### src/rtl/ad_spi_slave_if.sv
// SPI pin and register-commit bundle for ad_spi_slave.
// The slave modport is the block's view; master is the driving side (pads / bench).
interface ad_spi_slave_if;
   logic       i_ad_reset;
   logic       i_ad_sen;
   logic       i_ad_spi_clk;
   logic       i_ad_mosi;
   logic       o_ad_miso;
   logic       o_ad_miso_oe;
   logic       o_reg_wr;
   logic [6:0] o_reg_addr;
   logic [7:0] o_reg_wdata;
   logic       o_frame_err;
   logic       o_busy;

   modport slave (
      input  i_ad_reset, i_ad_sen, i_ad_spi_clk, i_ad_mosi,
      output o_ad_miso, o_ad_miso_oe, o_reg_wr, o_reg_addr, o_reg_wdata, o_frame_err, o_busy
   );

   modport master (
      output i_ad_reset, i_ad_sen, i_ad_spi_clk, i_ad_mosi,
      input  o_ad_miso, o_ad_miso_oe, o_reg_wr, o_reg_addr, o_reg_wdata, o_frame_err, o_busy
   );
endinterface

### src/rtl/ad_spi_slave.sv
// Oversampled 16-bit SPI register slave (mode 0): R/W + 7-bit address + 8-bit data per frame,
// with a small register file, soft reset via reg 0 bit 1 and a hardware reset pin.
module ad_spi_slave #(
   parameter int unsigned SYNC_STG = 2,
   parameter int unsigned REG_NUM  = 32
) (
   input  logic          sys_clk,
   input  logic          rst_n,
   ad_spi_slave_if.slave bus
);

   typedef enum logic [1:0] {StIdle, StCmd, StData, StEnd} state_e;

   // Synchronizer lanes: {reset, sen, sclk, mosi}
   logic [SYNC_STG-1:0][3:0] sync_q;
   logic [3:0]               sync_s;
   logic                     sen_prev_q, sclk_prev_q;
   logic                     hw_rst, sen_s, sclk_s, mosi_s;
   logic                     sen_rise, sen_fall, sclk_rise, sclk_fall;

   state_e      state_q;
   logic [4:0]  bit_cnt_q;
   logic [15:0] sin_q;
   logic [7:0]  sout_q;
   logic        oe_q, busy_q, rd_load_q;
   logic        reg_wr_q, frame_err_q;
   logic [6:0]  addr_q;
   logic [7:0]  wdata_q;
   logic [7:0]  regs_q [REG_NUM];
   logic [7:0]  rd_val;
   logic        soft_rst;

   assign sync_s    = sync_q[SYNC_STG-1];
   assign hw_rst    = sync_s[3];
   assign sen_s     = sync_s[2];
   assign sclk_s    = sync_s[1];
   assign mosi_s    = sync_s[0];
   assign sen_rise  = sen_s & ~sen_prev_q;
   assign sen_fall  = ~sen_s & sen_prev_q;
   assign sclk_rise = sclk_s & ~sclk_prev_q;
   assign sclk_fall = ~sclk_s & sclk_prev_q;

   // Flops reset to 0, so a sen already low at reset release produces no falling edge.
   always_ff @(posedge sys_clk or negedge rst_n) begin
      if (!rst_n) begin
         sync_q      <= '0;
         sen_prev_q  <= 1'b0;
         sclk_prev_q <= 1'b0;
      end else begin
         sync_q      <= {sync_q[SYNC_STG-2:0],
                         {bus.i_ad_reset, bus.i_ad_sen, bus.i_ad_spi_clk, bus.i_ad_mosi}};
         sen_prev_q  <= sen_s;
         sclk_prev_q <= sclk_s;
      end
   end

   // After 8 bits, sin_q[7] is R/W and sin_q[6:0] the address.
   always_comb begin
      rd_val = 8'h00;
      for (int unsigned i = 0; i < REG_NUM; i++) begin
         if (sin_q[6:0] == 7'(i)) rd_val = regs_q[i];
      end
   end

   always_ff @(posedge sys_clk or negedge rst_n) begin
      if (!rst_n) begin
         state_q     <= StIdle;
         bit_cnt_q   <= 5'd0;
         sin_q       <= 16'h0000;
         sout_q      <= 8'h00;
         oe_q        <= 1'b0;
         busy_q      <= 1'b0;
         rd_load_q   <= 1'b0;
         reg_wr_q    <= 1'b0;
         frame_err_q <= 1'b0;
         addr_q      <= 7'h00;
         wdata_q     <= 8'h00;
      end else begin
         reg_wr_q    <= 1'b0;
         frame_err_q <= 1'b0;
         rd_load_q   <= 1'b0;
         if (hw_rst) begin
            state_q   <= StIdle;
            bit_cnt_q <= 5'd0;
            sin_q     <= 16'h0000;
            sout_q    <= 8'h00;
            oe_q      <= 1'b0;
            busy_q    <= 1'b0;
         end else if (sen_rise) begin
            if (state_q != StIdle) begin
               if (bit_cnt_q != 5'd16) begin
                  frame_err_q <= 1'b1;
               end else if (!sin_q[15]) begin
                  reg_wr_q <= 1'b1;
                  addr_q   <= sin_q[14:8];
                  wdata_q  <= sin_q[7:0];
               end
            end
            state_q <= StIdle;
            sout_q  <= 8'h00;
            oe_q    <= 1'b0;
            busy_q  <= 1'b0;
         end else if (sen_fall) begin
            state_q   <= StCmd;
            bit_cnt_q <= 5'd0;
            sin_q     <= 16'h0000;
            sout_q    <= 8'h00;
            oe_q      <= 1'b0;
            busy_q    <= 1'b1;
         end else begin
            if (sclk_rise && state_q != StIdle) begin
               if (bit_cnt_q < 5'd16) sin_q <= {sin_q[14:0], mosi_s};
               if (bit_cnt_q != 5'd31) bit_cnt_q <= bit_cnt_q + 5'd1;
               case (state_q)
                  StCmd: begin
                     if (bit_cnt_q == 5'd7) begin
                        state_q   <= StData;
                        rd_load_q <= sin_q[6];
                     end
                  end
                  StData:  if (bit_cnt_q == 5'd15) state_q <= StEnd;
                  default: ;
               endcase
            end
            // Shift only on falls after rises 9..15 so the master samples bit 7 at rise 9.
            if (rd_load_q) begin
               sout_q <= rd_val;
               oe_q   <= 1'b1;
            end else if (sclk_fall && oe_q && bit_cnt_q >= 5'd9 && bit_cnt_q <= 5'd15) begin
               sout_q <= {sout_q[6:0], 1'b0};
            end
         end
      end
   end

   assign soft_rst = reg_wr_q && (addr_q == 7'h00) && wdata_q[1];

   // Writes land one cycle after the commit pulse; out-of-range addresses match no entry.
   always_ff @(posedge sys_clk or negedge rst_n) begin
      if (!rst_n) begin
         for (int unsigned i = 0; i < REG_NUM; i++) regs_q[i] <= 8'h00;
      end else begin
         for (int unsigned i = 0; i < REG_NUM; i++) begin
            if (hw_rst || soft_rst) regs_q[i] <= 8'h00;
            else if (reg_wr_q && addr_q == 7'(i)) regs_q[i] <= wdata_q;
         end
      end
   end

   assign bus.o_ad_miso    = sout_q[7];
   assign bus.o_ad_miso_oe = oe_q;
   assign bus.o_reg_wr     = reg_wr_q;
   assign bus.o_reg_addr   = addr_q;
   assign bus.o_reg_wdata  = wdata_q;
   assign bus.o_frame_err  = frame_err_q;
   assign bus.o_busy       = busy_q;

endmodule
### src/flat_wrapper.sv
// flat-port wrapper written by rule: the top's interface ports become plain ports
module ad_spi_slave_flat 
#(
   parameter int unsigned SYNC_STG = 2,
   parameter int unsigned REG_NUM  = 32
)
  (sys_clk, rst_n, bus_i_ad_reset, bus_i_ad_sen, bus_i_ad_spi_clk, bus_i_ad_mosi, bus_o_ad_miso, bus_o_ad_miso_oe, bus_o_reg_wr, bus_o_reg_addr, bus_o_reg_wdata, bus_o_frame_err, bus_o_busy);
  ad_spi_slave_if bus_i ();
  input  logic sys_clk;
  input  logic rst_n;
  input wire logic [$bits(bus_i.i_ad_reset)-1:0] bus_i_ad_reset;
  input wire logic [$bits(bus_i.i_ad_sen)-1:0] bus_i_ad_sen;
  input wire logic [$bits(bus_i.i_ad_spi_clk)-1:0] bus_i_ad_spi_clk;
  input wire logic [$bits(bus_i.i_ad_mosi)-1:0] bus_i_ad_mosi;
  output wire logic [$bits(bus_i.o_ad_miso)-1:0] bus_o_ad_miso;
  output wire logic [$bits(bus_i.o_ad_miso_oe)-1:0] bus_o_ad_miso_oe;
  output wire logic [$bits(bus_i.o_reg_wr)-1:0] bus_o_reg_wr;
  output wire logic [$bits(bus_i.o_reg_addr)-1:0] bus_o_reg_addr;
  output wire logic [$bits(bus_i.o_reg_wdata)-1:0] bus_o_reg_wdata;
  output wire logic [$bits(bus_i.o_frame_err)-1:0] bus_o_frame_err;
  output wire logic [$bits(bus_i.o_busy)-1:0] bus_o_busy;
  assign bus_i.i_ad_reset = bus_i_ad_reset;
  assign bus_i.i_ad_sen = bus_i_ad_sen;
  assign bus_i.i_ad_spi_clk = bus_i_ad_spi_clk;
  assign bus_i.i_ad_mosi = bus_i_ad_mosi;
  assign bus_o_ad_miso = bus_i.o_ad_miso;
  assign bus_o_ad_miso_oe = bus_i.o_ad_miso_oe;
  assign bus_o_reg_wr = bus_i.o_reg_wr;
  assign bus_o_reg_addr = bus_i.o_reg_addr;
  assign bus_o_reg_wdata = bus_i.o_reg_wdata;
  assign bus_o_frame_err = bus_i.o_frame_err;
  assign bus_o_busy = bus_i.o_busy;
  ad_spi_slave #(.SYNC_STG(SYNC_STG), .REG_NUM(REG_NUM)) u_core (.sys_clk(sys_clk), .rst_n(rst_n), .bus(bus_i));
endmodule
### config.mk
export PLATFORM = sky130hd
export DESIGN_NAME = ad_spi_slave_flat
export DESIGN_NICKNAME = d
export VERILOG_FILES = /design/src/rtl/ad_spi_slave_if.sv /design/src/rtl/ad_spi_slave.sv /design/src/flat_wrapper.sv
export SDC_FILE = /design/constraint.sdc
export NUM_CORES = 1
export LEC_CHECK = 0
export CAP_MARGIN = 15
export CORE_ASPECT_RATIO = 0.75
export CORE_MARGIN = 2
export CORE_UTILIZATION = 31
export CTS_CLUSTER_SIZE = 10
export DETAILED_ROUTE_END_ITERATION = 8
export SYNTH_ARGS = -nofsm -noshare
export SYNTH_HDL_FRONTEND = slang
export SYNTH_SLANG_ARGS = --single-unit
export TNS_END_PERCENT = 20
### constraint.sdc
create_clock -name sys_clk -period 2.55 [get_ports sys_clk]
set_input_delay 0.51 -clock sys_clk [delete_from_list [all_inputs] [get_ports sys_clk]]
set_output_delay 0.51 -clock sys_clk [all_outputs]
set_load 0.03 [all_outputs]
==> impl_metrics.tcl, run 1 <==
set metrics [dict create \
    grt_pass1_wl_um 94100 \
    synth.cell_area_um2 16400 \
    hold_viol 0 \
    layout_common_cells "315 x dfrtp_1, 215 x nand2_1, 195 x nor2_1" \
    seq_area_um2 7940 \
    place.detailed.hpwl_um 44900 \
    crit_arrival_ps 2970 \
    finalNonFillerCells 2530 \
    drc 0 \
    fill_cells 5236 \
    clock.fmax_mhz 389 \
    required_ps 2950 \
    power_density_nw_per_um2 558 \
    synth-seq-cells 317 \
    multiInputGateArea_um2 7810 \
    core-area_um2 51900 \
    synth_top_area_share_pct 48.4 \
    cp-end-kind "register" \
    cts_buffers 38 \
    synth-edff-count 0 \
    synth_fp_nets 1775 \
    antenna_found_initial 1 \
    peakVddDrop_mv 0.542 \
    num_io_pins 26 \
    start_util_pct 31.6 \
    synthCells 1759 \
    worst-setup-path-type "reg -> reg" \
    yosysSeqAreaShare_pct 48.4 \
    cts_setup_buffers 0 \
    tns_ps -21.4 \
    final_common_cell "dfrtp_1" \
    drt_iter0_drc 1973 \
    clk_latency_ps 540 \
    power.total_uw 10800 \
    power_leakage_uw 0.00804 \
    synth_area_per_cell_um2 9.32 \
    max_cap_viol_count 0 \
    io_buffers 25 \
    grt_pass1_vias 13701 \
    syn2layout_area_growth_pct 18.0 \
    tightest_slew_ps 784 \
    vias_per_cell 5.68 \
    die_h_um 203 \
    finalMaxSlewViolations 0 \
    setup_ws_ps -21.4 \
    fp.dieW_um 270 \
    diodes 0 \
    grt_max_degree 106 \
    gp_congestion 0.959 \
    synth_flop_cell "dfrtp_1" \
    synthTopCellsByArea "dfrtp_1 48%, mux2i_1 9.6%, nand2_1 4.9%" \
    rsz0062_at_grt "yes" \
    ys_warn_count 0 \
    min_period_over_period_pct 101 \
    period_needed_ps 2570 \
    async_flop_share_pct 100 \
    first_pass_iters 6 \
    yosysUniqueCellTypes 75 \
    cts.clk_slew.worst_paths_ps 60 \
    cts_tree "built" \
    vias 14363 \
    rows 72 \
    wl_per_cell_um 25.0 \
    finalCoreUtilization_pct 37.3 \
    crit_path_start_kind "register" \
    finalSetupViolCount 1 \
    die_area_um2 54800 \
    track_usage_pct 22.9 \
    htree_levels 2 \
    root_buffer "clkbuf_16" \
    skew_ps 17.7 \
    max-slew-margin-rel_pct 46.3 \
    antenna_left 0 \
    placed_cells 2480 \
    drt-total-wl_um 63200 \
    layout-drive-gt1-share_pct 15.2 \
    hold_slack_ps 343 \
    fin_nets 1834 \
    hold_class "reg -> reg" \
    failed_checks "setup timing" \
    status "finished, violations left" \
    yosysTopAreaCell "dfrtp_1" \
    clock-sinks 317 \
    grt_overflow 0 \
    cp_max_fo 14 \
    clockBufferDepth 3 \
]
## logic make-up (layout without fill, tap and decap cells)
logic type	count (synthesis)	after routing	synth area share (%)
simple gates	663	663	18.5
compound gates	404	404	15.2
flops	317	317	48.4
mux	194	194	12.7
buf+inv	171	239	4.49
fa+ha+maj	10	10	0.763
## per-stage QoR
step	cell area, um^2	setup WS (ps)
after floorplan	16400	392
after global placement	18300	-24.3
after detailed placement	18300	17.6
after CTS	19300	12.4
after global routing	19300	-1.81
final	19300	-21.4
## cell usage after synthesis (all sizes together), types with 5 or more instances
cell type / number
ha: 10
clkbuf: 84
nand2: 215
nand2b: 19
o221ai: 12
o31ai: 11
and2: 5
o211ai: 6
a2bb2oi: 10
o22ai: 13
buf: 68
o21ai: 104
dfrtp: 317
mux4: 8
a22oi: 9
a21oi: 146
nor2b: 12
nand3: 145
nor2: 205
a221oi: 5
mux2i: 157
mux2: 29
inv: 19
a211oi: 9
a32oi: 10
and3: 5
a31oi: 18
or3: 6
nor3: 27
## critical path, cell delays in order (launching register included)
cell and delay [ps]:
dfrtp_4 530, buf_12 180, or2_2 390, o221ai_1 250
o221ai_1 180, a2111oi_0 760, o31ai_1 130
## cell type report
type | instances | share of cell area [%]
Sequential cell | 317 | 41.0
Clock inverter | 4 | 0.220
Multi-Input combinational cell | 1271 | 40.4
Tap cell | 703 | 4.55
Inverter | 19 | 0.369
Timing Repair Buffer | 171 | 8.35
Clock buffer | 45 | 5.10
## layer usage
layer,GRT usage [%],part of all wire (%),vias to the layer above
met5,0,0.021,-
li1,-,-,6344
met4,3.91,1.3,2
met2,30.1,39,686
met3,7.96,11,66
met1,35.6,48,7265
## power by group
part / switching, uW / leakage [uW] / total [uW] / internal, uW
registers: 36.4 / 0.00440 / 5100 / 5060
clock network: 2090 / 0.000503 / 4810 / 2710
logic: 607 / 0.00314 / 891 / 284
total: 2740 / 0.00804 / 10800 / 8060
## state kept, by name, summed over array words and instances, names as in the netlist, 4 cells and up
register                flops
u_core.bus.o_reg_addr       7
u_core.sin_q               16
u_core.bit_cnt_q            5
u_core.regs_q             256
u_core.sync_s               4
u_core.sout_q               8
u_core.sync_q               4
u_core.bus.o_reg_wdata      8
## final timing paths
check	from	endpoint	slack, ps	cells past startpoint
setup / recovery	u_core.sin_q[0]	u_core.sout_q[6]	-20	6
setup reg to reg	u_core.sin_q[0]	u_core.sout_q[6]	-20	6
hold reg to reg	u_core.sync_q[0]	u_core.sync_s[0]	340	0
min in group asynchronous	rst_n	u_core.regs_q[169]	490	2
hold / removal	u_core.sync_q[0]	u_core.sync_s[0]	340	0
max in group asynchronous	rst_n	u_core.sin_q[1]	1240	3
## timing repair
action	in CTS	in global routing
pin swaps	0	0
resized for setup	1	8
endpoints found under the hold margin	39	0
hold buffers	1	0
endpoints found under the setup margin	1	5
Note: power is estimated with default switching activity, not from simulation.
==> run 2: changes to the inputs <==
Clock period 2.55 ns to 2.4 ns, I/O delays scaled along.
==> run 2 against run 1 <==
  * The run still ends with setup timing left
  * Global-route usage about the same
  * Worst setup slack gained 13 ps
  * Core utilization rose by 1.0 points
  * Combinational power rose by 12%
  * Design area rose by 2.7%
  * Die area unchanged
  * First-iteration DRC count shrank 7.2%
  * Routed wire length shrank 0.16%
  * Sequential power grew 6.3%
  * Critical path type unchanged
==> impl_metrics.tcl, run 2 (synthesized netlist as in run 1, its figures left out) <==
set metrics [dict create \
    status "finished, violations left" \
    failed_checks "setup timing" \
    largest_reg_flops 256 \
    grt_max_degree 70 \
    cts.clk_slew.worst_paths_ps 60 \
    num_io_pins 26 \
    power_density_nw_per_um2 589 \
    first_pass_iters 6 \
    seq_area_um2 7950 \
    fin_nets 1876 \
    p_clk_share_pct 45.2 \
    drt_iter0_drc 1831 \
    power_leakage_uw 0.00831 \
    rows 72 \
    core-area_um2 51900 \
    max-slew-margin-rel_pct 53.6 \
    worst-setup-path-type "reg -> reg" \
    gp_congestion 0.983 \
    peakVddDrop_mv 0.461 \
    wl_per_cell_um 24.5 \
    finalMaxSlewViolations 0 \
    min_period_over_period_pct 100 \
    clock.fmax_mhz 415 \
    max_cap_viol_count 0 \
    track_usage_pct 22.8 \
    syn2layout_area_growth_pct 21.2 \
    pre_cts_slack_ps -123 \
    whs_endpoint "u_core.sync_s[1]" \
    timing.rr.start "u_core.sin_q[6]" \
    required_ps 2850 \
    worstHoldStart "u_core.sync_q[1]" \
    multiInputGateArea_um2 7910 \
    diodes 0 \
    timing.rr.end "u_core.sout_q[1]" \
    holdPathStages 0 \
    final_common_cell "dfrtp_1" \
    p_comb_share_pct 8.6 \
    critPathSlowestCell "or4b_4" \
    hold_viol 0 \
    antenna_left 0 \
    drc 0 \
    crit_top_cell "buf_4" \
    antenna_found_initial 0 \
    layout_common_cells "311 x dfrtp_1, 215 x nand2_1, 195 x nor2_1" \
    die_h_um 203 \
    die_area_um2 54800 \
    vias_per_cell 5.64 \
    setup.worst_path.start "u_core.sin_q[6]" \
    hold_class "reg -> reg" \
    clock-sinks 317 \
    fill_cells 5236 \
    power_frac_seq_pct 46.3 \
    skew_ps 18.4 \
    grt_pass1_vias 14263 \
    io_buffers 25 \
    tightest_slew_ps 695 \
    p_sw_uw 2950 \
    cts_tree "built" \
    path_cells "buf_4, or4b_4, nor2_4, o221ai_1, a31oi_1, buf_4, o21ai_2, a211oi_1" \
    cp_max_fo 8 \
    clockBufferDepth 3 \
    crit_arrival_ps 2860 \
    fp.dieW_um 270 \
    layout-drive-gt1-share_pct 18.3 \
    finalSetupViolCount 1 \
    cts_buffers 38 \
    top_regs "u_core.regs_q x256, u_core.sin_q x16" \
    r2r_slack_ps -9 \
    hold_slack_ps 349 \
    final_area_um2 19900 \
    grt_pass1_wl_um 94500 \
    max_stage_delay_ps 580 \
    postPlaceCellArea_um2 18600 \
    rsz0062_at_grt "yes" \
    rr_worst_depth 8 \
    drt-total-wl_um 63100 \
    period_needed_ps 2410 \
    place.detailed.hpwl_um 44700 \
    crit_path_start_kind "register" \
    root_buffer "clkbuf_16" \
    p_sw_share_pct 25.2 \
    cp-end-kind "register" \
    vias 14511 \
    cellInternalPower_uw 8760 \
    start_util_pct 31.6 \
    grt_overflow 0 \
    setup_ws_ps -8.82 \
    top_register "u_core.regs_q" \
    power.total_uw 11700 \
    htree_levels 2 \
    clk_latency_ps 550 \
    finalCoreUtilization_pct 38.3 \
]
## run 2: changes by cell type in the layout (fill, tap and decap cells not counted), sizes merged
cell,delta
buf,+42
clkbuf,+3
clkinv,-2
inv,-1
## run 2: final cells by class
class	instances	area share [%]
clock inverters	1	0.0441
well taps	703	4.43
repair buffers	213	10.1
flip-flops and latches	317	40.0
clock buffers	48	5.29
multi-input cells	1271	39.8
inverters	19	0.359
## run 2: repair_timing
action                                  4_1_cts  5_1_grt
hold buffers                                  1        0
gates resized for setup                       6       32
buffers inserted                              0        3
pin swaps                                     1       12
endpoints found under the setup margin        6        8
endpoints found under the hold margin        54        0
## run 2: how the worst max path moves through the flow
stage	end	slack, ps	cells past startpoint
4_1_cts	u_core.sout_q[5]	-70	7
3_3_place_gp	u_core.sout_q[6]	-110	7
6_report	u_core.sout_q[1]	-9	8
2_1_floorplan	u_core.bus.o_reg_addr[0]	240	6
5_1_grt	u_core.sout_q[5]	-20	7
3_5_place_dp	u_core.sout_q[6]	-120	7
## run 2: metal layers
metal | GRT usage (%) | vias up | routed length [um]
li1 | - | 6423 | -
met1 | 34.5 | 7360 | 29800
met2 | 31.0 | 644 | 24900
met3 | 8.03 | 84 | 7100
met4 | 4.56 | 0 | 1220
met5 | 0 | - | 0
## run 2: power by group through the flow
stage | clock network [uW] | registers, uW | logic [uW]
after floorplan | 0 | 5510 | 459
after global placement | 0 | 5510 | 972
after detailed placement | 0 | 5510 | 979
after CTS | 5390 | 5420 | 983
after global routing | 5640 | 5420 | 1070
final | 5290 | 5420 | 1000
## run 2: stage by stage
step	cells	setup TNS, ps
2_1_floorplan	1759	0
6_report	2572	-8.82
3_5_place_dp	2520	-369
5_1_grt	2572	-29.1
3_3_place_gp	2520	-272
4_1_cts	2570	-105
## run 2: worst max-delay path, delay by kind of cell (launching register included)
| kind | cells | cell delay [ps] |
|---|---|---|
| AO/OA/AOI/OAI | 4 | 730 |
| flip-flops | 1 | 470 |
| AND/OR/NAND/NOR | 2 | 790 |
| buffers and inverters | 2 | 320 |
==> run 3: changes to the inputs <==
--- a/config.mk
+++ b/config.mk
@@ -6,5 +6,4 @@
 export NUM_CORES = 1
 export LEC_CHECK = 0
-export CAP_MARGIN = 15
 export CORE_ASPECT_RATIO = 0.75
 export CORE_MARGIN = 2
==> constraint.sdc (replaced) <==
create_clock -name sys_clk -period 2.4 [get_ports sys_clk]
set_input_delay 0.48 -clock sys_clk [delete_from_list [all_inputs] [get_ports sys_clk]]
set_output_delay 0.48 -clock sys_clk [all_outputs]
set_load 0.02 [all_outputs]
==> run 3 against run 2 <==
  * The flow still finishes with violations (setup timing)
  * Worst hold slack got worse by 1.5 ps
  * Clock-buffer cell count decreased by 3
  * Largest cell class unchanged
  * Maximum frequency decreased by 0.57%
==> impl_metrics.tcl, run 3 (synthesized netlist as in run 1, its figures left out) <==
set metrics [dict create \
    status "finished, violations left" \
    failed_checks "setup timing" \
    final_common_cell "dfrtp_1" \
    final_area_um2 19900 \
    top_regs "u_core.regs_q x256, u_core.sin_q x16" \
    clock-sinks 317 \
    syn2layout_area_growth_pct 21.1 \
    max_cap_viol_count 0 \
    grt_pass1_vias 14026 \
    gp_congestion 0.999 \
    period_needed_ps 2420 \
    crit_path_start_kind "register" \
    htree_levels 2 \
    place.detailed.hpwl_um 43600 \
    p_clk_share_pct 44.6 \
    drc 0 \
    crit_arrival_ps 2850 \
    seq_area_um2 7950 \
    clock.fmax_mhz 413 \
    antenna_left 0 \
    start_util_pct 31.6 \
    power.total_uw 11700 \
    track_usage_pct 22.4 \
    power_density_nw_per_um2 587 \
    hold_class "reg -> reg" \
    vias 14585 \
    wl_per_cell_um 24.2 \
    io_buffers 25 \
    fin_nets 1871 \
    pre_cts_slack_ps -232 \
    die_h_um 203 \
    setup_ws_ps -22.7 \
    grt_max_degree 59 \
    hold_viol 0 \
    power_leakage_uw 0.00826 \
    tightest_slew_ps 660 \
    p_sw_share_pct 25.4 \
    cts_buffers 38 \
    largest_reg_flops 256 \
    layout-drive-gt1-share_pct 17.8 \
    finalCoreUtilization_pct 38.3 \
    worst-setup-path-type "reg -> reg" \
    tns_ps -39.3 \
    num_io_pins 26 \
    drt_iter0_drc 1767 \
    clockBufferDepth 3 \
    fp.dieW_um 270 \
    core-area_um2 51900 \
    cp_max_fo 15 \
    grt_pass1_wl_um 92900 \
    root_buffer "clkbuf_16" \
    antenna_found_initial 2 \
    finalMaxSlewViolations 0 \
    cts.clk_slew.worst_paths_ps 60 \
    required_ps 2820 \
    rows 72 \
    clk_latency_ps 550 \
    finalSetupViolCount 2 \
    layout_common_cells "310 x dfrtp_1, 215 x nand2_1, 195 x nor2_1" \
    cellInternalPower_uw 8690 \
    drt-total-wl_um 62200 \
    min_period_over_period_pct 101 \
    p_sw_uw 2960 \
    cts_tree "built" \
    max-slew-margin-rel_pct 56.0 \
    skew_ps 21.4 \
    top_register "u_core.regs_q" \
    grt_overflow 0 \
    die_area_um2 54800 \
    rsz0062_at_grt "yes" \
    p_comb_share_pct 8.9 \
    cp-end-kind "register" \
    first_pass_iters 7 \
    postPlaceCellArea_um2 18600 \
    multiInputGateArea_um2 7920 \
    vias_per_cell 5.68 \
    fill_cells 5212 \
    peakVddDrop_mv 0.440 \
    power_frac_seq_pct 46.5 \
]
[run 3: critical path, cell delays in order, from the launching register on]
cell      delay [ps]
dfrtp_4          510
buf_4            200
buf_12           170
buf_4            170
and2_1           180
a211oi_2         220
o32a_4           270
nand4_1          210
a31oi_4          250
o31ai_1          100
[run 3: path summary, 6_finish.rpt]
| path | endpoint | from | cells past startpoint | slack (ps) |
|---|---|---|---|---|
| worst min-delay path | u_core.sync_s[2] | u_core.sync_q[2] | 0 | 350 |
| max in group asynchronous | u_core.regs_q[233] | rst_n | 3 | 1170 |
| worst max register to register | u_core.sout_q[4] | u_core.sin_q[0] | 9 | -20 |
| worst min register to register | u_core.sync_s[2] | u_core.sync_q[2] | 0 | 350 |
| min in group asynchronous | u_core.regs_q[215] | rst_n | 2 | 480 |
| worst max-delay path | u_core.sout_q[4] | u_core.sin_q[0] | 9 | -20 |
[run 3: area by class of cell]
cell class / count / area share [%]
antenna: 2 / 0.0252
clock inverter: 4 / 0.195
inverter: 19 / 0.359
tap: 703 / 4.43
sequential: 317 / 40.0
timing repair buffer: 208 / 10.0
clock buffer: 45 / 5.07
multi-input combinational: 1271 / 39.9
[run 3: through the flow]
| step | hold WS (ps) | instances |
|---|---|---|
| 2_1_floorplan | 184 | 1759 |
| 3_3_place_gp | 335 | 2512 |
| 3_5_place_dp | 336 | 2512 |
| 4_1_cts | 353 | 2565 |
| 5_1_grt | 364 | 2567 |
| 6_report | 347 | 2569 |
[run 3: power groups by stage]
stage	clock network (uW)	registers (uW)	logic [uW]
CTS	5290	5420	997
global route	5520	5420	1110
floorplan	0	5500	459
finish	5200	5420	1030
global placement	0	5520	969
detailed placement	0	5520	975
[run 3: what timing repair did]
action,CTS,global route
setup buffers,3,2
setup endpoints to repair,7,8
endpoints found under the hold margin,40,0
gates resized for setup,11,25
hold buffers,1,0
pin swaps,2,7
[run 3: metal layers]
| metal | vias up | GRT usage (%) | wire length (um) |
|---|---|---|---|
| met4 | 0 | 4.50 | 1070 |
| met2 | 725 | 30.8 | 25200 |
| li1 | 6414 | - | - |
| met3 | 94 | 6.71 | 6680 |
| met1 | 7352 | 34.2 | 29200 |
| met5 | - | 0 | 0 |
